===== src/rtl/alu_pkg.sv =====
// Shared definitions for the datapath ALU slices: op encodings and default width.
package alu_pkg;

   localparam int DEFAULT_WIDTH = 8;

   localparam logic [1:0] OP_AND  = 2'd0;
   localparam logic [1:0] OP_NOT  = 2'd1;
   localparam logic [1:0] OP_TEST = 2'd2;
   localparam logic [1:0] OP_RSVD = 2'd3;

   typedef logic [1:0] op_t;

endpackage


===== src/rtl/byte_logic_unit_if.sv =====
// Operand/result bundle between the ALU issue logic and the byte logic slice.
interface byte_logic_unit_if import alu_pkg::*; #(
   parameter int WIDTH = DEFAULT_WIDTH
) ();

   logic             in_valid;
   logic [WIDTH-1:0] a;
   logic [WIDTH-1:0] b;
   op_t              op;
   logic [WIDTH-1:0] result;
   logic             any_set;
   logic             zero;
   logic             out_valid;
   logic             illegal_op;

   modport master (
      output in_valid, a, b, op,
      input  result, any_set, zero, out_valid, illegal_op
   );

   modport slave (
      input  in_valid, a, b, op,
      output result, any_set, zero, out_valid, illegal_op
   );

endinterface


===== src/rtl/byte_logic_unit_vec_any_bit_set.sv =====
// Combinational OR-reduction tree: any_set is 1 when any bit of vec is 1.
module vec_any_bit_set #(
   parameter int WIDTH = 8
) (
   input  logic [WIDTH-1:0] vec,
   output logic             any_set
);

   localparam int LEVELS = (WIDTH > 1) ? $clog2(WIDTH) : 0;
   localparam int LEAVES = 1 << LEVELS;

   logic [LEAVES-1:0] lvl;

   // Pairwise in-place reduction; slot k at each level only reads slots >= 2k.
   always_comb begin
      lvl = '0;
      lvl[WIDTH-1:0] = vec;
      for (int s = LEAVES / 2; s >= 1; s = s / 2) begin
         for (int k = 0; k < s; k++) begin
            lvl[k] = lvl[2*k] | lvl[2*k+1];
         end
      end
      any_set = lvl[0];
   end

endmodule


===== src/rtl/byte_logic_unit.sv =====
// Registered logic slice: AND / NOT / TEST of byte operands with zero detect,
// one-cycle latency, valid-qualified.
module byte_logic_unit import alu_pkg::*; #(
   parameter int WIDTH = DEFAULT_WIDTH
) (
   input logic              clk,
   input logic              rst,
   byte_logic_unit_if.slave bus
);

   logic [WIDTH-1:0] and_p0;
   logic [WIDTH-1:0] not_p0;
   logic [WIDTH-1:0] result_p0;
   logic             any_p0;
   logic             illegal_p0;

   logic [WIDTH-1:0] result_p1;
   logic             any_p1;
   logic             illegal_p1;
   logic             vld_p1;

   // Stage p0: per-bit gates, op select and zero detect on the next result
   for (genvar i = 0; i < WIDTH; i++) begin : g_bit
      assign and_p0[i] = bus.a[i] & bus.b[i];
      assign not_p0[i] = ~bus.a[i];
   end

   always_comb begin
      result_p0 = '0;
      case (bus.op)
         OP_AND:  result_p0 = and_p0;
         OP_NOT:  result_p0 = not_p0;
         OP_TEST: result_p0 = bus.a;
         default: result_p0 = '0;
      endcase
   end

   assign illegal_p0 = (bus.op == OP_RSVD);

   vec_any_bit_set #(
      .WIDTH (WIDTH)
   ) u_any (
      .vec     (result_p0),
      .any_set (any_p0)
   );

   // Stage p1: outputs hold when no input is accepted; reset clears data too
   always_ff @(posedge clk) begin
      if (rst) begin
         result_p1  <= '0;
         any_p1     <= 1'b0;
         illegal_p1 <= 1'b0;
         vld_p1     <= 1'b0;
      end else begin
         vld_p1 <= bus.in_valid;
         if (bus.in_valid) begin
            result_p1  <= result_p0;
            any_p1     <= any_p0;
            illegal_p1 <= illegal_p0;
         end
      end
   end

   assign bus.result     = result_p1;
   assign bus.any_set    = any_p1;
   assign bus.zero       = ~any_p1;
   assign bus.out_valid  = vld_p1;
   assign bus.illegal_op = illegal_p1;

endmodule


===== src/flat_wrapper.sv =====
// flat-port wrapper written by rule: the top's interface ports become plain ports
module byte_logic_unit_flat import alu_pkg::*;
#(
   parameter int WIDTH = DEFAULT_WIDTH
)
  (clk, rst, bus_in_valid, bus_a, bus_b, bus_op, bus_result, bus_any_set, bus_zero, bus_out_valid, bus_illegal_op);
  byte_logic_unit_if #(.WIDTH(WIDTH)) bus_i ();
  input logic clk;
  input logic rst;
  input wire logic [$bits(bus_i.in_valid)-1:0] bus_in_valid;
  input wire logic [$bits(bus_i.a)-1:0] bus_a;
  input wire logic [$bits(bus_i.b)-1:0] bus_b;
  input wire logic [$bits(bus_i.op)-1:0] bus_op;
  output wire logic [$bits(bus_i.result)-1:0] bus_result;
  output wire logic [$bits(bus_i.any_set)-1:0] bus_any_set;
  output wire logic [$bits(bus_i.zero)-1:0] bus_zero;
  output wire logic [$bits(bus_i.out_valid)-1:0] bus_out_valid;
  output wire logic [$bits(bus_i.illegal_op)-1:0] bus_illegal_op;
  assign bus_i.in_valid = bus_in_valid;
  assign bus_i.a = bus_a;
  assign bus_i.b = bus_b;
  assign bus_i.op = bus_op;
  assign bus_result = bus_i.result;
  assign bus_any_set = bus_i.any_set;
  assign bus_zero = bus_i.zero;
  assign bus_out_valid = bus_i.out_valid;
  assign bus_illegal_op = bus_i.illegal_op;
  byte_logic_unit #(.WIDTH(WIDTH)) u_core (.clk(clk), .rst(rst), .bus(bus_i));
endmodule

===== config.mk =====
export PLATFORM = sky130hd
export DESIGN_NAME = byte_logic_unit_flat
export DESIGN_NICKNAME = d
export VERILOG_FILES = /design/src/rtl/alu_pkg.sv /design/src/rtl/byte_logic_unit_if.sv /design/src/rtl/byte_logic_unit_vec_any_bit_set.sv /design/src/rtl/byte_logic_unit.sv /design/src/flat_wrapper.sv
export SDC_FILE = /design/constraint.sdc
export NUM_CORES = 1
export LEC_CHECK = 0
export ABC_AREA = 0
export ABC_CLOCK_PERIOD_IN_PS = 2400
export CORE_MARGIN = 5
export CORE_UTILIZATION = 41
export DETAILED_ROUTE_END_ITERATION = 6
export HOLD_SLACK_MARGIN = 0.1
export PLACE_DENSITY = 0.82
export SYNTH_ARGS = -nofsm -noshare
export SYNTH_HDL_FRONTEND = slang
export SYNTH_SLANG_ARGS = --single-unit
export TNS_END_PERCENT = 50

===== constraint.sdc =====
create_clock -name clk -period 2.4 [get_ports clk]
set_input_delay 0.48 -clock clk [delete_from_list [all_inputs] [get_ports clk]]
set_output_delay 0.48 -clock clk [all_outputs]
set_load 0.03 [all_outputs]

# Word-level counts from Yosys, hierarchy flattened
# Cells that the tools add are included.
[word_totals] elab_cells=33 reg_bits=11
[classes] muxes=1 bitwise=24 reduce_logical=1 eq_ne=3
[ops] cell="$pmux W8 S3" n=1
[ops] cell="$not A1 Y1" n=9
[ops] cell="$and A1 B1 Y1" n=8
[ops] cell="$or A1 B1 Y1" n=7
[ops] cell="$eq A2 B2 Y1 const B" n=2
[ops] cell="$eq A2 B1 Y1 const B" n=1
[ops] cell="$logic_not A2 Y1" n=1

# Logic depth before layout (Yosys ltp)
# Gate-level depths: netlist of run 1.
[depth] ltp_word=5 depth_mapped=5

# Hierarchy
# A second synthesis of run 1 with hierarchy kept.
[hier_totals] hier_cells=68 area_unflattened_um2=591.8
[modules_own_cells] module="byte_logic_unit" seq_area_each_um2=220.2 instances=1 cells_each=65 area_each_um2=575.6
[modules_own_cells] module="vec_any_bit_set" seq_area_each_um2=0.0 instances=1 cells_each=3 area_each_um2=16.3

# Worst setup path after synthesis of run 1
# OpenSTA, ideal clock, no wires.
[synth_path] path_kind="in2reg" from="input port bus_b[0]" to="register u_core.any_p1 (netlist: u_core.bus.any_set)" setup_slack_ns=1.176 setup_time_ns=0.125 t_arrival_ns=1.099 path_buffers=0 cell_stages=4 required_ns=2.275 path_cell_list="a22o_1 > a221oi_2 > a41o_1 > a31oi_1"
[synth_between] elab_chain_cells=5
[synth_lines] element="start: declaration" line="flat_wrapper.sv:12" source="input wire logic [$bits(bus_i.b)-1:0] bus_b;"
[synth_lines] element="$and A1 B1 Y1" line="byte_logic_unit.sv:24" source="assign and_p0[i] = bus.a[i] & bus.b[i];"
[synth_lines] element="$pmux W8 S3" line="byte_logic_unit.sv:30" source="case (bus.op)"
[synth_lines] element="$or A1 B1 Y1 (3 in series)" line="byte_logic_unit_vec_any_bit_set.sv:20" source="lvl[k] = lvl[2*k] | lvl[2*k+1];"
[synth_lines] element="end signal: assignment" line="byte_logic_unit.sv:58" source="any_p1 <= any_p0;"
[synth_lines] element="end: declaration" line="byte_logic_unit.sv:18" source="logic any_p1;"
# Every way passes these cells.
# A chain may end at the register's enable or synchronous reset.

# Worst setup path after layout of run 1
[layout_path] from="register u_core.any_p1 (netlist: u_core.bus.any_set)" to="output port bus_zero"
[layout_between] elab_chain_cells=1
[layout_lines] element="$not A1 Y1" line="byte_logic_unit.sv:66" source="assign bus.zero = ~any_p1;"
[layout_lines] element="end: declaration" line="flat_wrapper.sv:16" source="output wire logic [$bits(bus_i.zero)-1:0] bus_zero;"
# Every way passes these cells.

==> impl_metrics.json, run 1 <==
{
  "outcome": "completed",
  "pre_cts_ws_ns": 0.416,
  "multi_input_comb_area_um2": 393,
  "critical_path.reg2reg.startpoint": "u_core.bus.any_set$_SDFFE_PP0P_",
  "synth_area_per_cell_um2": 8.14,
  "cts.htree.levels": 1,
  "first_pass_grt_wire_length_um": 2820,
  "rr_worst_depth": 2,
  "top_level_pins": 33,
  "post_synth_main_area_contributors": "sky130_fd_sc_hd__dfxtp_1, sky130_fd_sc_hd__nor2_1, sky130_fd_sc_hd__nor3b_2, sky130_fd_sc_hd__a211oi_2, sky130_fd_sc_hd__o21ai_0",
  "final_cell_mix": "sky130_fd_sc_hd__clkdlybuf4s50_1, sky130_fd_sc_hd__nor2_1, sky130_fd_sc_hd__dfxtp_1",
  "setup_viol": 0,
  "timing.final.crit_share_pct": 74.1,
  "gr-total-overflow": 0,
  "grt_pass1_vias": 665,
  "unrepaired_setup_endpoints_after_global_routing": "false",
  "pwr_density_cell_nw_per_um2": 487,
  "fp.dieW_um": 50.1,
  "post_drt_via_cell_ratio": 5.35,
  "top_layer_used": "met3",
  "hp-class": "register to register",
  "comb_power_share_pct": 32.4,
  "hold-worst-slack_ns": 0.480,
  "cts-hold-fix-buffers": 0,
  "remaining_drc_errors": 0,
  "synth_cells": 81,
  "worst-setup-path-type": "register to output port",
  "cp-end-kind": "output port",
  "hold_path_end": "u_core.bus.illegal_op$_SDFFE_PP0P_",
  "syn_to_final_growth_pct": 51.4,
  "internal_power_mw": 0.336,
  "ir_worst_vdd_mv": 0.385,
  "ant_nets": 0,
  "cp_slowest_stage_delay_ns": 0.65,
  "initialDrtViolationCount": 15,
  "clock_skew_ns": 0,
  "synth_top_flop_cell": "sky130_fd_sc_hd__dfxtp_1",
  "max-cap-violations": 0,
  "worst-r2r-setup-slack_ns": 1.74,
  "sum_of_routed_wire_segments_on_met1_um": 742,
  "rr_endpoint": "u_core.bus.any_set$_SDFFE_PP0P_",
  "slew_headroom_pct": 67.7,
  "die-height_um": 50.1,
  "syn_nets": 102,
  "timing_hold_violations_final": 0,
  "cp_cell_sequence": "inv_1 -> clkdlybuf4s50_1",
  "finalNetCount": 135,
  "min_path_cells": 2,
  "route.met3.wl_um": 158,
  "initial_drt_pass_iterations": 4,
  "synthesized_area_um2": 659,
  "filler_cell_count": 125,
  "critPathRequiredTime_ns": 1.92,
  "place_congestion": 0.892,
  "finalCoreUtilization_pct": 65.5,
  "period_minus_slack_ns": 1.78,
  "cts_sinks": 11,
  "cts.reportedPaths.clkPinSlew_ns": 0.07,
  "async_reset_ff_share_pct": 0,
  "fmax_mhz": 562,
  "crit_path_max_fo": 3,
  "antennaDiodeCount": 0,
  "maximum_number_of_pins_on_one_net_before_global_route_repair": 15,
  "worst_ep_arrival_time_ns": 1.30,
  "detailed_place_hpwl_um": 1390,
  "cts.root.buffer_cell": "sky130_fd_sc_hd__clkbuf_4",
  "kind_of_start_point_of_the_critical_path": "register",
  "post_synth_num_cell_types": 26,
  "synth_seq_area_share_pct": 33.4,
  "timing_worst_slew_pin_value_ns": 0.483,
  "std_cell_rows": 14,
  "core_area_um2": 1520,
  "yosysWarningCount": 0,
  "ys_ff_latch": 11,
  "synth_edf_count": 0,
  "worst_skew_pair.late_latency_ns": 0.27,
  "crit_slowest_cell": "sky130_fd_sc_hd__clkdlybuf4s50_1",
  "cts_buffer_depth": 2,
  "total_switching_power_mw": 0.150,
  "met2_length_um": 881,
  "finalMaxSlewViolations": 0,
  "antenna_violations_before_repair": 0,
  "synthDominantAreaCellType": "sky130_fd_sc_hd__dfxtp_1",
  "placement.io_buffers": 32,
  "cts_tree": "done",
  "worstSetupStartpoint": "u_core.bus.any_set$_SDFFE_PP0P_",
  "start_util_pct": 43.3,
  "final_common_cell": "sky130_fd_sc_hd__clkdlybuf4s50_1",
  "register_area_um2": 220,
  "post_drt_wl_per_cell_um": 13.8,
  "switching_share_pct": 30.9,
  "fin_tns_setup_ns": 0,
  "die_area_um2": 2510,
  "wire_length_reported_by_the_detailed_router_um": 1780,
  "clock_power_share_pct": 26.4,
  "final.setup.worst_slack_ns": 0.621,
  "gr-usage-all-layers_pct": 14.0,
  "cts_setup_buffers": 0,
  "synth_top_area_share_pct": 33.4,
  "hold_path_origin": "u_core.bus.illegal_op$_SDFFE_PP0P_",
  "post_cts_gate_resize_count": 0,
  "cts-buffers-inserted": 3,
  "routed-via-count": 690,
  "fraction_of_final_layout_cells_sized_beyond_drive_strength_1_pct": 14.2,
  "power.sequential.fraction_pct": 41.2,
  "power_leakage_nw": 0.365
}
power groups by stage:
stage,combinational (mW),sequential [mW],clock (mW)
floorplan,0.0605,0.229,0
global placement,0.155,0.205,0
detailed placement,0.157,0.205,0
CTS,0.158,0.200,0.131
global route,0.168,0.202,0.139
finish,0.158,0.200,0.128
through the flow:
stage | cell area (um^2) | std cells | power, mW
finish | 998 | 129 | 0.486
global route | 998 | 129 | 0.509
global placement | 972 | 125 | 0.360
floorplan | 659 | 81 | 0.289
detailed placement | 972 | 125 | 0.362
CTS | 998 | 129 | 0.490
how the worst max path moves through the flow:
stage | end | slack [ns] | depth (start not counted)
5_1_grt | u_core.bus.any_set$_SDFFE_PP0P_ | 0.54 | 5
6_report | bus_zero | 0.62 | 2
4_1_cts | bus_any_set | 0.62 | 1
3_3_place_gp | u_core.bus.any_set$_SDFFE_PP0P_ | 0.48 | 5
2_1_floorplan | u_core.bus.any_set$_SDFFE_PP0P_ | 1.18 | 4
3_5_place_dp | u_core.bus.any_set$_SDFFE_PP0P_ | 0.42 | 5
Yosys cell counts, types with 2 or more instances:
master	count
sky130_fd_sc_hd__nor2_1	27
sky130_fd_sc_hd__dfxtp_1	11
sky130_fd_sc_hd__nor3b_2	5
sky130_fd_sc_hd__o21ai_0	5
sky130_fd_sc_hd__a211oi_2	4
sky130_fd_sc_hd__a21oi_1	3
sky130_fd_sc_hd__nand2b_1	3
sky130_fd_sc_hd__a211oi_1	2
sky130_fd_sc_hd__buf_6	2
sky130_fd_sc_hd__clkbuf_1	2
sky130_fd_sc_hd__nand4_1	2
routing by layer:
layer / vias to the layer above / GRT usage (%)
li1: 350 / -
met1: 311 / 15.0
met2: 29 / 24.1
met3: 0 / 6.93
met4: 0 / 3.93
met5: - / 0
sequential cells by signal, indices dropped and copies added (netlist names):
signal / flops
u_core.bus.out_valid: 1
u_core.bus.illegal_op: 1
u_core.bus.result: 8
u_core.bus.any_set: 1
worst max-delay path, delay by kind of cell (launching register included):
kind | cells | cell delay (ns)
buf+inv | 2 | 0.70
flops | 1 | 0.32
area by class of cell:
cell class	count	share of cell area (%)
multi-input combinational	63	39.3
inverter	1	0.376
clock buffer	4	2.63
sequential	11	22.1
tap	16	2.01
timing repair buffer	34	33.6
cell families after synthesis:
family,after synthesis,share of synthesized area (%)
buffers and inverters,7,7.02
AO/OA/AOI/OAI,22,26.6
AND/OR/NAND/NOR,41,33.0
flip-flops,11,33.4
Note: power is estimated with default switching activity, not from simulation.
==> run 2, diff against run 1 <==
ABC_CLOCK_PERIOD_IN_PS = 1790   (was 2400)
CORE_UTILIZATION = 38   (was 41)
PLACE_DENSITY = 0.77   (was 0.82)
clock period = 1.79 ns   (was 2.4 ns; I/O delays follow)
==> impl_metrics.json, run 2 (synthesis results as in run 1) <==
{
  "critical_path.reg2reg.startpoint": "u_core.bus.result[5]$_SDFFE_PP0P_",
  "cts-buffers-inserted": 3,
  "clock_skew_ns": 0,
  "syn_to_final_growth_pct": 56.2,
  "detailed_place_hpwl_um": 1450,
  "post_cts_gate_resize_count": 0,
  "cts.root.buffer_cell": "sky130_fd_sc_hd__clkbuf_4",
  "fp.dieW_um": 51.7,
  "ant_nets": 0,
  "max-cap-violations": 0,
  "min_path_cells": 2,
  "setup_viol": 0,
  "wire_length_reported_by_the_detailed_router_um": 1800,
  "crit_path_max_fo": 2,
  "placed_cell_area_um2": 1000,
  "period_minus_slack_ns": 1.65,
  "number_of_flip_flops_under_the_largest_register_name": 8,
  "post_drt_wl_per_cell_um": 13.4,
  "hold_path_end": "u_core.bus.illegal_op$_SDFFE_PP0P_",
  "clock_power_share_pct": 25.4,
  "cp_cell_sequence": "clkdlybuf4s50_1",
  "finalCoreUtilization_pct": 61.0,
  "die-height_um": 51.7,
  "top_level_pins": 33,
  "placement.io_buffers": 32,
  "cts.htree.levels": 1,
  "final_cell_mix": "sky130_fd_sc_hd__clkdlybuf4s50_1, sky130_fd_sc_hd__nor2_1, sky130_fd_sc_hd__dfxtp_1",
  "gr-total-overflow": 0,
  "comb_power_share_pct": 33.5,
  "outcome": "completed",
  "cp_top_family": "buffers and inverters",
  "worst-r2r-setup-slack_ns": 1.13,
  "cts-hold-fix-buffers": 0,
  "rr_endpoint": "u_core.bus.result[5]$_SDFFE_PP0P_",
  "std_cell_rows": 15,
  "cts_buffer_depth": 2,
  "internal_power_mw": 0.456,
  "die_area_um2": 2670,
  "place_congestion": 0.904,
  "cts_tree": "done",
  "critPathRequiredTime_ns": 1.43,
  "cp-end-kind": "output port",
  "routed-via-count": 701,
  "timing_hold_violations_final": 0,
  "total_switching_power_mw": 0.197,
  "gr-usage-all-layers_pct": 14.8,
  "pwr_density_cell_nw_per_um2": 635,
  "cp_slowest_stage_delay_ns": 0.69,
  "hold-worst-slack_ns": 0.470,
  "remaining_drc_errors": 0,
  "unrepaired_setup_endpoints_after_global_routing": "false",
  "cts.reportedPaths.clkPinSlew_ns": 0.07,
  "switching_share_pct": 30.2,
  "power.sequential.fraction_pct": 41.1,
  "antenna_violations_before_repair": 0,
  "final_cells": 134,
  "fmax_mhz": 604,
  "rr_worst_depth": 2,
  "final_common_cell": "sky130_fd_sc_hd__clkdlybuf4s50_1",
  "maximum_number_of_pins_on_one_net_before_global_route_repair": 21,
  "crit_slowest_cell": "sky130_fd_sc_hd__clkdlybuf4s50_1",
  "grt_pass1_vias": 697,
  "kind_of_start_point_of_the_critical_path": "register",
  "first_pass_grt_wire_length_um": 3050,
  "fraction_of_final_layout_cells_sized_beyond_drive_strength_1_pct": 17.1,
  "final_design_area_no_fill_um2": 1030,
  "worst_ep_arrival_time_ns": 1.30,
  "antennaDiodeCount": 0,
  "start_util_pct": 39.0,
  "hp-class": "register to register",
  "power_leakage_nw": 0.384,
  "worst-path-buf-inv": 1,
  "cts_sinks": 11,
  "initialDrtViolationCount": 13,
  "timing.final.crit_share_pct": 92.5,
  "initial_drt_pass_iterations": 4,
  "finalNetCount": 139,
  "ir_worst_vdd_mv": 0.529,
  "hold_path_origin": "u_core.bus.illegal_op$_SDFFE_PP0P_",
  "post_drt_via_cell_ratio": 5.23,
  "core_area_um2": 1690,
  "cts_setup_buffers": 0,
  "dpl.cell_count": 130,
  "worst-setup-path-type": "register to output port",
  "timing_worst_slew_pin_value_ns": 0.347,
  "fin_tns_setup_ns": 0,
  "finalMaxSlewViolations": 0,
  "worst_skew_pair.late_latency_ns": 0.27,
  "slew_headroom_pct": 76.5
}
## run 2: final cells by class
class	count	area (um^2)
fill	162	659
timing repair buffer	38	365
multi-input combinational	63	393
tap	17	21.3
clock buffer	4	26.3
sequential	11	220
inverter	1	3.75
## run 2: worst max-delay path by stage
| stage | from | to | slack [ns] | depth (start not counted) |
|---|---|---|---|---|
| floorplan | bus_b[0] | u_core.bus.any_set$_SDFFE_PP0P_ | 0.69 | 4 |
| global placement | bus_a[1] | u_core.bus.any_set$_SDFFE_PP0P_ | 0.12 | 4 |
| detailed placement | bus_a[1] | u_core.bus.any_set$_SDFFE_PP0P_ | 0.09 | 4 |
| CTS | u_core.bus.any_set$_SDFFE_PP0P_ | bus_zero | 0.13 | 2 |
| global route | u_core.bus.result[5]$_SDFFE_PP0P_ | bus_result[5] | 0.1 | 1 |
| finish | u_core.bus.result[5]$_SDFFE_PP0P_ | bus_result[5] | 0.14 | 1 |
## run 2: power groups by stage
stage	clock [mW]	combinational, mW	sequential (mW)
after floorplan	0	0.0811	0.307
after global placement	0	0.217	0.274
after detailed placement	0	0.219	0.274
after CTS	0.174	0.220	0.269
after global routing	0.187	0.235	0.271
final	0.166	0.219	0.269
## run 2: per-layer routing
layer / global-route usage [%] / wire length, um / part of all wire [%] / vias to the layer above
met3: 5.44 / 133 / 7.4 / 0
li1: - / - / - / 358
met2: 25.8 / 877 / 49 / 23
met4: 2.62 / 0 / 0 / 0
met5: 0 / 0 / 0 / -
met1: 17.5 / 784 / 44 / 320
## run 2: stage by stage
stage | total power [mW] | worst slack (ns)
2_1_floorplan | 0.388 | 0.688
4_1_cts | 0.662 | 0.131
3_3_place_gp | 0.491 | 0.125
6_report | 0.653 | 0.135
5_1_grt | 0.693 | 0.0964
3_5_place_dp | 0.493 | 0.0923
==> RTL edit: new RTL, flow settings as in run 2 <==
Change the package constant `DEFAULT_WIDTH` from 8 to 16.
--- a/src/rtl/alu_pkg.sv
+++ b/src/rtl/alu_pkg.sv
@@ -1,7 +1,7 @@
 // Shared definitions for the datapath ALU slices: op encodings and default width.
 package alu_pkg;
 
-   localparam int DEFAULT_WIDTH = 8;
+   localparam int DEFAULT_WIDTH = 16;
 
    localparam logic [1:0] OP_AND  = 2'd0;
    localparam logic [1:0] OP_NOT  = 2'd1;
Ports: changed (resized bus_a, bus_b and bus_result); port bits go from 33 to 57. The function was not compared with the original's and may differ.
==> RTL edit against run 2 <==
  * Non-clock buffer count grew 35
  * Clock power is 36% higher
  * Power is 65% higher
  * Sequential power is 73% higher
  * Worst setup slack worse by 0.074 ns
  * Count of clock-buffer cells in the layout is 1 lower
  * Final area grew 78%
  * Largest power group unchanged
  * Critical path depth stayed put
  * Highest routed layer is now met4
  * Routed wire length is 98% higher
  * Sequential cell count grew 8
  * Area after synthesis grew 70%
==> RTL edit: results (changes against run 2) <==
metric;value;unit;change
Critical R2R Capture;u_core.bus.result[0]$_SDFFE_PP0P_;;was u_core.bus.result[5]$_SDFFE_PP0P_
global router's overall resource usage;17.8;%;was 14.8%
Fill cells;259;;was 162
M2 GR Usage;30.8;%;was 25.8%
Met3 Wirelength;199;µm;was 133 µm
worst setup path endpoint;bus_any_set;;was bus_result[5]
Clock transition at path regs;0.12;ns;was 0.07 ns
Mapped Avg Cell Area;7.16;µm²;was 8.14 µm²
top sig layer;met4;;was met3
Syn Nets;194;;was 102
Nets;260;;was 139
Synth area leaders;dfxtp_1, nor2_1, a211oi_1, nor3b_1, a22oi_1;;was dfxtp_1, nor2_1, nor3b_2, a211oi_2, o21ai_0
max reg flops;16;;was 8
status;completed;;unchanged
GPL Wtd Cong;0.946;;was 0.904
global-route wire length before repair;6040;µm;was 3050 µm
PortBufs;56;;was 32
synth cell count leaders;nor2_1, dfxtp_1, a211oi_1;;was nor2_1, dfxtp_1, nor3b_2, o21ai_0, a211oi_2
switching share of power;32.2;%;was 30.2%
later-pin clock latency in the skew report;0.30;ns;was 0.27 ns
Post-synth top flop;dfxtp_1;;unchanged
critical path fanouts, max;3;;was 2
detailed placer's ending HPWL;2860;µm;was 1450 µm
dpl ws;-0.228;ns;was 0.0923 ns
largest net degree at the start of global routing;19;;was 21
Synth cell types;25;;was 26
worst IR drop on VDD;332;µV;was 529 µV
worst-margin pin slew;0.317;ns;was 0.347 ns
final wirelength;3560;µm;was 1800 µm
LEAKAGE;0.700;nW;was 0.384 nW
met2 WL;1770;µm;was 877 µm
Worst R2R Start;u_core.bus.result[0]$_SDFFE_PP0P_;;was u_core.bus.result[5]$_SDFFE_PP0P_
worst-case register-to-register setup slack;1.07;ns;was 1.13 ns
Vias;1337;;was 701
worst hold margin;0.474;ns;was 0.470 ns
Async SR Flop Fraction;0;%;unchanged
Initial DRC Count;64;;was 13
Finished Layout Cells;253;;was 134
M1 GR Usage;21.5;%;was 17.5%
sequential-to-total area share from yosys stat;33.9;%;was 33.4%
met3 usage;3.50;%;was 5.44%
vias in the first global route;1399;;was 697
post-synthesis mux area share;0.891;%;was 0%
layout cells sized above 1;9.91;%;was 17.1%
setup ws final;0.0615;ns;was 0.135 ns
Critical Path Source;u_core.bus.any_set$_SDFFE_PP0P_;;was u_core.bus.result[5]$_SDFFE_PP0P_
Syn. warnings;0;;unchanged
placed instance area;1810;µm²;was 1000 µm²
Max clock buf depth;2;;unchanged
Synth Area in Compound Gates;22.5;%;was 26.6%
DRT met1 WL;1540;µm;was 784 µm
arrival time at the worst endpoint;1.37;ns;was 1.30 ns
[RTL edit: cell count changes in the layout (fill, tap and decap cells not counted), sizes merged, moves of 2 or more]
cell           before  now
buf                 6   17
nor2               28   62
a211oi              6   15
nor3b               5   14
and4                0    2
o21ai               6    2
dfxtp              11   19
clkdlybuf4s50      32   56
or4                 0    2
a22oi               0    6
[RTL edit: power groups by stage]
stage	Sequential (mW)	Clock, mW	Combinational (mW)
after global placement	0.473	0	0.381
final	0.465	0.225	0.388
after floorplan	0.529	0	0.124
after detailed placement	0.475	0	0.386
after CTS	0.465	0.232	0.388
after global routing	0.470	0.249	0.417
[RTL edit: layout make-up]
type,count,area [µm²],share of cell area (%)
Clock buffer,3,22.5,1.23
Clock inverter,1,5.00,0.273
Inverter,1,3.75,0.205
Multi-Input combinational cell,125,694,37.9
Sequential cell,19,380,20.8
Tap cell,31,38.8,2.12
Timing Repair Buffer,73,688,37.5
